==> src/rtl/fp_addsub_ctrl.sv <==
// Control FSM for the floating-point add/subtract datapath: sequences alignment,
// fraction add/sub, normalisation, rounding and a single renormalisation pass.
module fp_addsub_ctrl #(
  parameter int EXP_W  = 8,
  parameter int FRAC_W = 27,
  parameter int CNT_W  = 5
) (
  input  logic             clk,
  input  logic             rst,
  input  logic             start,
  input  logic             op,
  input  logic [EXP_W-1:0] expDiff,
  input  logic             carry,
  input  logic [FRAC_W-1:0] fracResult,
  input  logic             expOverflow,
  input  logic             expUnderflow,
  output logic [EXP_W-1:0] shiftRightQtt,
  output logic             smallerExpSrc,
  output logic             aluOp,
  output logic             alu,
  output logic             normalization_src,
  output logic             shift,
  output logic             shift_src,
  output logic             round,
  output logic             done,
  output logic             zero,
  output logic             ovf,
  output logic             unf
);

  localparam logic [2:0] S_IDLE  = 3'd0;
  localparam logic [2:0] S_ALIGN = 3'd1;
  localparam logic [2:0] S_ADD   = 3'd2;
  localparam logic [2:0] S_NORM  = 3'd3;
  localparam logic [2:0] S_ROUND = 3'd4;
  localparam logic [2:0] S_DONE  = 3'd5;

  localparam logic [EXP_W:0]   SHIFT_MAX = (EXP_W+1)'(FRAC_W);
  localparam logic [CNT_W-1:0] CNT_LAST  = CNT_W'(FRAC_W - 1);

  logic [2:0]       state;
  logic [CNT_W-1:0] norm_cnt;
  logic [EXP_W:0]   diff_ext;
  logic [EXP_W:0]   diff_mag;
  logic [EXP_W-1:0] shift_sat;

  // One extra magnitude bit so that -2**(EXP_W-1) negates without wrapping.
  always_comb begin
    diff_ext  = {expDiff[EXP_W-1], expDiff};
    diff_mag  = diff_ext[EXP_W] ? -diff_ext : diff_ext;
    shift_sat = (diff_mag > SHIFT_MAX) ? SHIFT_MAX[EXP_W-1:0] : diff_mag[EXP_W-1:0];
  end

  // NOTE: every register here is updated with non-blocking assignments so all
  // next-state decisions see the values from before the clock edge.
  always_ff @(posedge clk) begin
    if (rst) begin
      state             <= S_IDLE;
      norm_cnt          <= '0;
      shiftRightQtt     <= '0;
      smallerExpSrc     <= 1'b0;
      aluOp             <= 1'b0;
      alu               <= 1'b0;
      normalization_src <= 1'b1;
      shift             <= 1'b0;
      shift_src         <= 1'b0;
      round             <= 1'b0;
      done              <= 1'b0;
      zero              <= 1'b0;
      ovf               <= 1'b0;
      unf               <= 1'b0;
    end else begin
      alu       <= 1'b0;
      shift     <= 1'b0;
      shift_src <= 1'b0;
      round     <= 1'b0;
      done      <= (state == S_DONE);

      case (state)
        S_IDLE: begin
          if (start) begin
            aluOp <= op;
            zero  <= 1'b0;
            ovf   <= 1'b0;
            unf   <= 1'b0;
            state <= S_ALIGN;
          end
        end

        S_ALIGN: begin
          smallerExpSrc     <= ~expDiff[EXP_W-1];
          shiftRightQtt     <= shift_sat;
          normalization_src <= 1'b1;
          norm_cnt          <= '0;
          state             <= S_ADD;
        end

        S_ADD: begin
          alu   <= 1'b1;
          state <= S_NORM;
        end

        S_NORM: begin
          if (expOverflow) begin
            ovf               <= 1'b1;
            normalization_src <= 1'b1;
            state             <= S_DONE;
          end else if (carry) begin
            shift     <= 1'b1;
            shift_src <= 1'b1;
          end else if (fracResult == '0) begin
            zero              <= 1'b1;
            normalization_src <= 1'b1;
            state             <= S_DONE;
          end else if (!fracResult[FRAC_W-1]) begin
            // Left shifts are bounded so a stuck MSB cannot loop forever.
            if (expUnderflow || norm_cnt == CNT_LAST) begin
              unf               <= 1'b1;
              normalization_src <= 1'b1;
              state             <= S_DONE;
            end else begin
              shift    <= 1'b1;
              norm_cnt <= norm_cnt + 1'b1;
            end
          end else if (normalization_src) begin
            state <= S_ROUND;
          end else begin
            normalization_src <= 1'b1;
            state             <= S_DONE;
          end
        end

        S_ROUND: begin
          round             <= 1'b1;
          normalization_src <= 1'b0;
          state             <= S_NORM;
        end

        S_DONE: begin
          if (!start) state <= S_IDLE;
        end

        default: state <= S_IDLE;
      endcase
    end
  end

endmodule

==> config.mk <==
export PLATFORM = sky130hd
export DESIGN_NAME = fp_addsub_ctrl
export DESIGN_NICKNAME = d
export VERILOG_FILES = /design/src/rtl/fp_addsub_ctrl.sv
export SDC_FILE = /design/constraint.sdc
export NUM_CORES = 1
export LEC_CHECK = 0
export CAP_MARGIN = 20
export CORE_UTILIZATION = 45
export CTS_CLUSTER_DIAMETER = 100
export CTS_CLUSTER_SIZE = 30
export DETAILED_ROUTE_END_ITERATION = 10
export PLACE_DENSITY = 0.85
export SLEW_MARGIN = 20
export SYNTH_ARGS = -nofsm -noshare
export SYNTH_HDL_FRONTEND = slang
export SYNTH_SLANG_ARGS = --single-unit
==> constraint.sdc <==
create_clock -name clk -period 5.45 [get_ports clk]
set_clock_uncertainty 0.2 [all_clocks]
set_input_delay 1.635 -clock clk [delete_from_list [all_inputs] [get_ports clk]]
set_output_delay 1.635 -clock clk [all_outputs]
set_load 0.03 [all_outputs]
==> flow_summary.json, run 1 <==
{
  "crit_type": "in -> reg",
  "post_cts_resize_count": 0,
  "placed_area_um2": 2010,
  "violations": "design-rule violations",
  "worstPathRequired_ns": 5.41,
  "critical_path_peak_fanout": 5,
  "vdd_drop_max_uv": 148,
  "antenna_found_initial": 0,
  "grt_overflow": 0,
  "worst_pin_slew_ns": 0.813,
  "place_hpwl_mm": 2.96,
  "port_buffers": 60,
  "cp-startpoint": "expDiff[4]",
  "setup_viol": 0,
  "cts_root_buf": "clkbuf_4",
  "finalInstanceArea_um2": 2030,
  "fmax_mhz": 272,
  "fin_crit_ns": 3.68,
  "hold_viol": 0,
  "yosysSeqAreaShare_pct": 38.7,
  "max_cap_violations": 0,
  "drc": 10,
  "wl_per_cell_um": 14.7,
  "synth_enable_flop_cells": 0,
  "globalRouteTotalUtil_pct": 22.5,
  "max_slew_margin_pct": 45.7,
  "place_congestion": 0.892,
  "hp-class": "reg -> reg",
  "initial_core_util_pct": 49.0,
  "ys_seq_elements": 27,
  "max_stage_delay_ns": 0.55,
  "power_density_nw_per_um2": 247,
  "min_from": "shiftRightQtt[7]",
  "critPathArrivalTime_ns": 3.65,
  "timing.reg2reg.setup_slack_ns": 3.12,
  "fin_hold_ws_ns": 0.276,
  "fin_cells": 257,
  "design.die.area_um2": 3330,
  "cts_tree": "done",
  "critPathMostFrequentCell": "or4_1",
  "ys_warn_count": 0,
  "reg2reg_from": "norm_cnt[0]",
  "grt_pass1_vias": 1374,
  "tns_ns": 0,
  "routed_wl_mm": 3.79,
  "clk_pin_slew_ns": 0.14,
  "dp.cells": 253,
  "clk_path_buf_depth": 2,
  "routed_via_density": 5.70,
  "end_kind": "flip-flop",
  "die_y_um": 57.7,
  "die_x_um": 57.7,
  "htree_levels": 1,
  "rsz0062_at_grt": "no",
  "vias": 1466,
  "final_antenna_net_count": 0,
  "power_leakage_nw": 0.753,
  "worst-path-buf-inv": 1,
  "grt_max_degree": 25,
  "post-cts-setup-buffer-count": 0,
  "hold_buffers": 0,
  "path_cells": "clkdlybuf4s50_1 -> or4_1 -> or4_1 -> a21oi_1 -> o2111a_2 -> a211oi_1",
  "period_share_pct": 67.6,
  "worstSetupStartpointType": "input port",
  "fin_nets": 272,
  "path_delay_family": "simple AND/OR/NAND/NOR gates",
  "coreArea_um2": 2850,
  "ios": 61,
  "syn-num-nets": 214,
  "synth_area_um2": 1400,
  "worstSkewPairLatency_ns": 0.31,
  "syn_avg_cell_area_um2": 8.27,
  "synth_top_flop_cell": "dfxtp_1",
  "drtPass1Iterations": 7,
  "syn_to_final_growth_pct": 45.4,
  "maxSlewViolCount": 0,
  "synthArstFlopShare_pct": 0,
  "diodes": 0,
  "dr.first_iter.drc_count": 70,
  "final_util_pct": 71.2,
  "std_cell_rows": 19,
  "grt_first_pass_wirelength_mm": 5.95,
  "clock_sinks": 27,
  "synthCells": 169,
  "fillerInstances": 237,
  "status": "finished with violations",
  "crit_slowest_cell": "or4_1",
  "drive_above_1_share_pct": 4.42,
  "synth.distinct_cells": 39,
  "cts_made_buffers": 3
}
-- worst register-to-register path, stage by stage, from the launching register on --
cell and delay, ns:
dfxtp_1 0.42, inv_1 0.08, ha_1 0.19, and4b_1 0.22, or3_1 0.38, o21bai_4 0.21
or4_1 0.41, a31oi_1 0.16
-- per-layer routing --
metal  global-route usage [%]  part of all wire (%)
met5                        0                     0
met3                     5.58                   9.7
met2                     43.4                    51
met4                     5.78                   1.3
met1                     24.5                    38
-- synthesized netlist by cell type (all sizes together) (2+ instances only) --
library cell | number | area (um2)
mux2i | 5 | 50.1
dfxtp | 27 | 541
nor3 | 12 | 60.1
clkbuf | 5 | 18.8
or4 | 3 | 22.5
ha | 3 | 37.5
a31oi | 3 | 18.8
nor4 | 7 | 43.8
buf | 2 | 12.5
nand2 | 10 | 37.5
nand4 | 4 | 25.0
and2 | 3 | 18.8
nand2b | 4 | 25.0
a21oi | 9 | 45.0
or2 | 3 | 18.8
nor2 | 20 | 75.1
inv | 7 | 26.3
o21ai | 6 | 30.0
nand3 | 5 | 25.0
a211oi | 6 | 45.0
o31a | 2 | 17.5
or3 | 5 | 31.3
xor2 | 3 | 26.3
-- registers in the layout, indices dropped and copies added (netlist names) --
signal and count:
alu 1, aluOp 1, done 1, norm_cnt 5, normalization_src 1, ovf 1, round 1, shift 1
shiftRightQtt 8, shift_src 1, smallerExpSrc 1, state 3, unf 1, zero 1
-- where the power goes --
group	internal [mW]	switching, mW	leakage (nW)
clock network	0.0285	0.0552	0.0150
logic	0.0842	0.0968	0.518
registers	0.217	0.0211	0.220
total	0.330	0.173	0.753
-- metrics by stage --
step	power, mW	worst slack, ns
finish	0.503	1.77
global route	0.528	1.70
CTS	0.504	1.80
detailed placement	0.422	1.45
global placement	0.415	1.57
floorplan	0.343	2.12
-- cells by family after synthesis --
group | count (synthesis) | synth area share (%)
adders and majority gates | 3 | 2.69
and+or+nand+nor | 81 | 30.5
xor gates and xnor gates | 4 | 2.51
muxes | 5 | 3.58
DFF | 27 | 38.7
buffers and inverters | 14 | 4.12
AOI/OAI and AO/OA | 35 | 17.9
-- layout make-up --
| cell class | count | area, um2 | share of cell area (%) |
|---|---|---|---|
| clock buffers | 4 | 26.3 | 1.29 |
| flip-flops and latches | 27 | 541 | 26.6 |
| repair buffers | 60 | 601 | 29.6 |
| multi-input cells | 128 | 800 | 39.3 |
| inverters | 7 | 26.3 | 1.29 |
| well taps | 31 | 38.8 | 1.91 |
-- worst paths after layout --
path | end | cells past startpoint
worst max-delay path | shiftRightQtt[0] | 6
worst min-delay path | shiftRightQtt[7] | 1
worst max register to register | norm_cnt[1] | 7
worst min register to register | shiftRightQtt[7] | 1
-- cell usage in the layout (no fill, tap or decap), drive strengths merged, types with 6 or more instances in the layout --
master,count
inv,7
nand2,10
clkdlybuf4s50,60
a21oi,9
nor3,12
nor4,7
a211oi,6
o21ai,6
nor2,20
dfxtp,27
No activity file was read; power rests on OpenSTA's default activity.
==> run 2: changes to the inputs <==
--- a/config.mk
+++ b/config.mk
@@ -6,11 +6,11 @@
 export NUM_CORES = 1
 export LEC_CHECK = 0
 export CAP_MARGIN = 20
-export CORE_UTILIZATION = 45
+export CORE_UTILIZATION = 38
 export CTS_CLUSTER_DIAMETER = 100
 export CTS_CLUSTER_SIZE = 30
 export DETAILED_ROUTE_END_ITERATION = 10
-export PLACE_DENSITY = 0.85
+export PLACE_DENSITY = 0.76
 export SLEW_MARGIN = 20
 export SYNTH_ARGS = -nofsm -noshare
 export SYNTH_HDL_FRONTEND = slang
==> constraint.sdc (replaced) <==
create_clock -name clk -period 3.3 [get_ports clk]
set_clock_uncertainty 0.2 [all_clocks]
set_input_delay 0.99 -clock clk [delete_from_list [all_inputs] [get_ports clk]]
set_output_delay 0.99 -clock clk [all_outputs]
set_load 0.03 [all_outputs]
==> run 2 against run 1 <==
- non-clock buffer count is 10 higher
- setup slack worse by 1.4 ns
- largest power group unchanged
- highest routed layer unchanged
- via count is 3.2% lower
- sequential share of layout area is 1.4 points lower
- combinational power is 69% higher
- the run now ends clean
- core utilization is 8.9 points lower
==> flow_summary.json, run 2 (synthesis gave the netlist of run 1 again) <==
{
  "antenna_found_initial": 0,
  "die_y_um": 62.6,
  "critPathArrivalTime_ns": 2.94,
  "fin_hold_ws_ns": 0.269,
  "largest-register": "shiftRightQtt",
  "internal-power_mw": 0.594,
  "fin_crit_ns": 2.92,
  "vias": 1419,
  "routed_wl_mm": 3.34,
  "post_cts_resize_count": 0,
  "switchingPower_mw": 0.286,
  "fin_cells": 282,
  "clock_sinks": 27,
  "fillerInstances": 320,
  "drtPass1Iterations": 4,
  "dr.first_iter.drc_count": 62,
  "port_buffers": 60,
  "fin_nets": 282,
  "max_stage_delay_ns": 0.54,
  "tns_ns": 0,
  "clk_path_buf_depth": 2,
  "syn_to_final_growth_pct": 53.4,
  "place_congestion": 0.817,
  "std_cell_rows": 21,
  "diodes": 0,
  "hp-class": "reg -> reg",
  "end_kind": "flip-flop",
  "finalPower_mw": 0.880,
  "worstSetupStartpointType": "input port",
  "reg.largest.list": "shiftRightQtt: 8 flops, norm_cnt: 5 flops, state: 3 flops",
  "power_density_nw_per_um2": 410,
  "drc": 0,
  "largest_reg_flops": 8,
  "combPwrFrac_pct": 34.8,
  "die_x_um": 62.6,
  "critical_path_peak_fanout": 4,
  "status": "finished clean",
  "critPathMostFrequentCell": "or4_1",
  "rsz0062_at_grt": "no",
  "cts_made_buffers": 3,
  "worst_pin_slew_ns": 0.502,
  "drive_above_1_share_pct": 8.47,
  "dp.cells": 278,
  "pwr-share-seq_pct": 44.5,
  "grt_pass1_vias": 1260,
  "path_delay_family": "simple AND/OR/NAND/NOR gates",
  "routed_via_density": 5.03,
  "path_cells": "clkdlybuf4s50_1 -> or4_1 -> or4_1 -> a21oi_1 -> o2111a_2 -> a22o_2",
  "grt_first_pass_wirelength_mm": 5.54,
  "htree_levels": 1,
  "cts_tree": "done",
  "power_leakage_nw": 0.808,
  "maxSlewViolCount": 0,
  "design.die.area_um2": 3920,
  "hold_viol": 0,
  "hold_buffers": 0,
  "fmax_mhz": 342,
  "worstPathRequired_ns": 3.32,
  "crit_type": "in -> reg",
  "grt_max_degree": 15,
  "netSwitchingFraction_pct": 32.4,
  "period_share_pct": 88.6,
  "max_cap_violations": 0,
  "place_hpwl_mm": 2.77,
  "ios": 61,
  "worstSkewPairLatency_ns": 0.27,
  "final_common_cell": "clkdlybuf4s50_1",
  "clockPowerShare_pct": 20.7,
  "globalRouteTotalUtil_pct": 17.3,
  "vdd_drop_max_uv": 282,
  "initial_core_util_pct": 40.6,
  "clk_pin_slew_ns": 0.09,
  "post-cts-setup-buffer-count": 0,
  "most-common-layout-cells": "clkdlybuf4s50_1, dfxtp_1, nor2_1, nor3_1",
  "wl_per_cell_um": 11.9,
  "coreArea_um2": 3440,
  "setup_viol": 0,
  "worst-path-buf-inv": 1,
  "final_antenna_net_count": 0,
  "final_util_pct": 62.3,
  "cts_root_buf": "clkbuf_8",
  "grt_overflow": 0,
  "crit_slowest_cell": "or4_1",
  "max_slew_margin_pct": 66.4
}
[run 2: cell types whose count changed in the layout (fill, tap and decap cells not counted)]
cell      delta
buf_4       +10
clkbuf_8     +3
clkbuf_4     -3
[run 2: worst reg2reg max path: stages, from the launching register on]
cell	delay [ns]
dfxtp_1	0.40
inv_1	0.08
ha_1	0.20
and4b_1	0.22
or3_1	0.38
o21bai_4	0.21
or4_1	0.40
a31oi_1	0.17
[run 2: routing by layer]
layer	wire length [um]	track usage [%]	up-vias
met5	0	0	-
met3	90	4.38	4
met1	1700	24.4	649
li1	-	-	747
met2	1520	25.7	19
met4	32	5.23	0
[run 2: cell type report]
cell class	instances	area (um2)	area share, %
well taps	46	57.6	2.68
clock buffers	4	45.0	2.10
inverters	7	26.3	1.23
repair buffers	70	676	31.5
flip-flops and latches	27	541	25.2
multi-input cells	128	800	37.3
[run 2: metrics by stage]
| step | area, um2 | setup WS [ns] |
|---|---|---|
| after CTS | 2140 | 0.384 |
| after global placement | 2100 | 0.125 |
| after detailed placement | 2100 | 0.103 |
| final | 2140 | 0.376 |
| after global routing | 2140 | 0.287 |
| after floorplan | 1400 | 0.616 |
[run 2: path summary, 6_finish.rpt]
path | cells past startpoint | from | slack, ns | to
setup reg to reg | 7 | norm_cnt[0] | 0.97 | norm_cnt[1]
hold reg to reg | 1 | shiftRightQtt[6] | 0.27 | shiftRightQtt[6]
hold / removal | 1 | shiftRightQtt[6] | 0.27 | shiftRightQtt[6]
setup / recovery | 6 | expDiff[0] | 0.38 | shiftRightQtt[2]
[run 2: power by group through the flow]
stage | combinational [mW] | clock (mW) | sequential [mW]
finish | 0.306 | 0.182 | 0.392
global route | 0.332 | 0.199 | 0.396
CTS | 0.307 | 0.185 | 0.391
detailed placement | 0.306 | 0 | 0.399
global placement | 0.304 | 0 | 0.399
floorplan | 0.139 | 0 | 0.427
==> run 3: changes to the inputs <==
--- a/config.mk
+++ b/config.mk
@@ -5,12 +5,14 @@
 export SDC_FILE = /design/constraint.sdc
 export NUM_CORES = 1
 export LEC_CHECK = 0
+export ABC_AREA = 0
 export CAP_MARGIN = 20
-export CORE_UTILIZATION = 38
+export CORE_UTILIZATION = 42
 export CTS_CLUSTER_DIAMETER = 100
 export CTS_CLUSTER_SIZE = 30
 export DETAILED_ROUTE_END_ITERATION = 10
-export PLACE_DENSITY = 0.76
+export PLACE_DENSITY = 0.8
+export REMOVE_ABC_BUFFERS = 1
 export SLEW_MARGIN = 20
 export SYNTH_ARGS = -nofsm -noshare
 export SYNTH_HDL_FRONTEND = slang
==> constraint.sdc (replaced) <==
create_clock -name clk -period 2.9 [get_ports clk]
set_clock_uncertainty 0.2 [all_clocks]
set_input_delay 0.87 -clock clk [delete_from_list [all_inputs] [get_ports clk]]
set_output_delay 0.87 -clock clk [all_outputs]
set_load 0.03 [all_outputs]
==> run 3 against run 2 <==
- sequential power grew 14%
- register-to-register slack lost 0.38 ns
- critical path type unchanged
- core utilization grew 7.1 points
- non-clock buffer count grew 4
- routed wire length grew 12%
- first-iteration DRC count shrank 60%
- cell area grew 0.47%
- via count grew 7.2%
- die area shrank 9.2%
- largest cell class unchanged
==> flow_summary.json, run 3 (synthesis gave the netlist of run 1 again) <==
{
  "worst_pin_slew_ns": 0.744,
  "largest_reg_flops": 8,
  "port_buffers": 60,
  "power_density_nw_per_um2": 448,
  "cts_made_buffers": 3,
  "wl_per_cell_um": 13.2,
  "place_hpwl_mm": 2.92,
  "globalRouteTotalUtil_pct": 20.9,
  "vias": 1521,
  "clk_path_buf_depth": 2,
  "worstSkewPairLatency_ns": 0.32,
  "clock_sinks": 27,
  "most-common-layout-cells": "clkdlybuf4s50_1, dfxtp_1, nor2_1, buf_4, nor3_1",
  "dr.first_iter.drc_count": 25,
  "finalPower_mw": 0.964,
  "routed_wl_mm": 3.75,
  "period_share_pct": 97.0,
  "finalInstanceArea_um2": 2150,
  "clk_pin_slew_ns": 0.14,
  "grt_overflow": 0,
  "critical_path_peak_fanout": 4,
  "setup_viol": 0,
  "place_congestion": 0.807,
  "clockPowerShare_pct": 16.7,
  "grt_first_pass_wirelength_mm": 5.75,
  "worstPathRequired_ns": 2.92,
  "crit_type": "in -> reg",
  "post-cts-setup-buffer-count": 0,
  "hp-class": "reg -> reg",
  "rsz0062_at_grt": "no",
  "post_cts_resize_count": 0,
  "power_leakage_nw": 0.821,
  "grt_max_degree": 25,
  "die_y_um": 59.7,
  "fin_hold_ws_ns": 0.279,
  "combPwrFrac_pct": 36.8,
  "diodes": 0,
  "std_cell_rows": 20,
  "reg.largest.list": "shiftRightQtt: 8 flops, norm_cnt: 5 flops, state: 3 flops",
  "internal-power_mw": 0.630,
  "placed_area_um2": 2130,
  "netSwitchingFraction_pct": 34.7,
  "worstSetupStartpointType": "input port",
  "initial_core_util_pct": 45.0,
  "syn_to_final_growth_pct": 54.2,
  "largest-register": "shiftRightQtt",
  "hold_buffers": 0,
  "switchingPower_mw": 0.335,
  "drtPass1Iterations": 4,
  "antenna_found_initial": 0,
  "critPathArrivalTime_ns": 2.83,
  "status": "finished clean",
  "die_x_um": 59.7,
  "fmax_mhz": 355,
  "end_kind": "flip-flop",
  "routed_via_density": 5.36,
  "maxSlewViolCount": 0,
  "fin_crit_ns": 2.81,
  "max_slew_margin_pct": 50.2,
  "cts_root_buf": "clkbuf_4",
  "hold_viol": 0,
  "ios": 61,
  "cts_tree": "done",
  "pwr-share-seq_pct": 46.4,
  "design.die.area_um2": 3560,
  "coreArea_um2": 3100,
  "htree_levels": 1,
  "dp_slack_ns": -0.262,
  "vdd_drop_max_uv": 297,
  "drc": 0,
  "max_cap_violations": 0,
  "final_common_cell": "clkdlybuf4s50_1",
  "fin_nets": 286,
  "final_antenna_net_count": 0,
  "grt_pass1_vias": 1438,
  "final_util_pct": 69.4,
  "drive_above_1_share_pct": 10.4,
  "fin_ws_ns": 0.0865
}
[run 3: power by group through the flow]
stage	Sequential [mW]	Combinational (mW)	Clock, mW
after floorplan	0.501	0.131	0
after global placement	0.453	0.343	0
after detailed placement	0.454	0.352	0
after CTS	0.446	0.356	0.167
after global routing	0.454	0.382	0.183
final	0.448	0.355	0.161
[run 3: worst paths after layout]
path / from / to / slack (ns) / cells after the start
worst min-delay path: shiftRightQtt[5] / shiftRightQtt[5] / 0.28 / 1
worst max register to register: norm_cnt[0] / norm_cnt[1] / 0.59 / 7
worst min register to register: shiftRightQtt[5] / shiftRightQtt[5] / 0.28 / 1
worst max-delay path: expDiff[0] / shiftRightQtt[0] / 0.09 / 6
[run 3: critical path, cell delays in order]
cell             delay (ns)
clkdlybuf4s50_1        0.43
or4_1                  0.54
or4_1                  0.42
a21oi_1                0.23
o2111a_2               0.26
a211oi_1               0.08
[run 3: area by class of cell]
cell class / count / area [um2]
clock buffer: 3 / 22.5
clock inverter: 1 / 5.00
fill: 271 / 948
inverter: 7 / 26.3
multi-input combinational: 128 / 800
sequential: 27 / 541
tap: 44 / 55.1
timing repair buffer: 74 / 706
[run 3: metal layers]
metal | routed length (um) | track usage, %
met1 | 1570 | 22.7
met2 | 1880 | 40.0
met5 | 0 | 0
met4 | 61 | 7.97
met3 | 238 | 3.46
[run 3: per-stage QoR]
step	TNS [ns]	instances
after global routing	0	284
final	0	284
after global placement	-0.768	280
after detailed placement	-1.53	280
after CTS	0	284
after floorplan	0	162
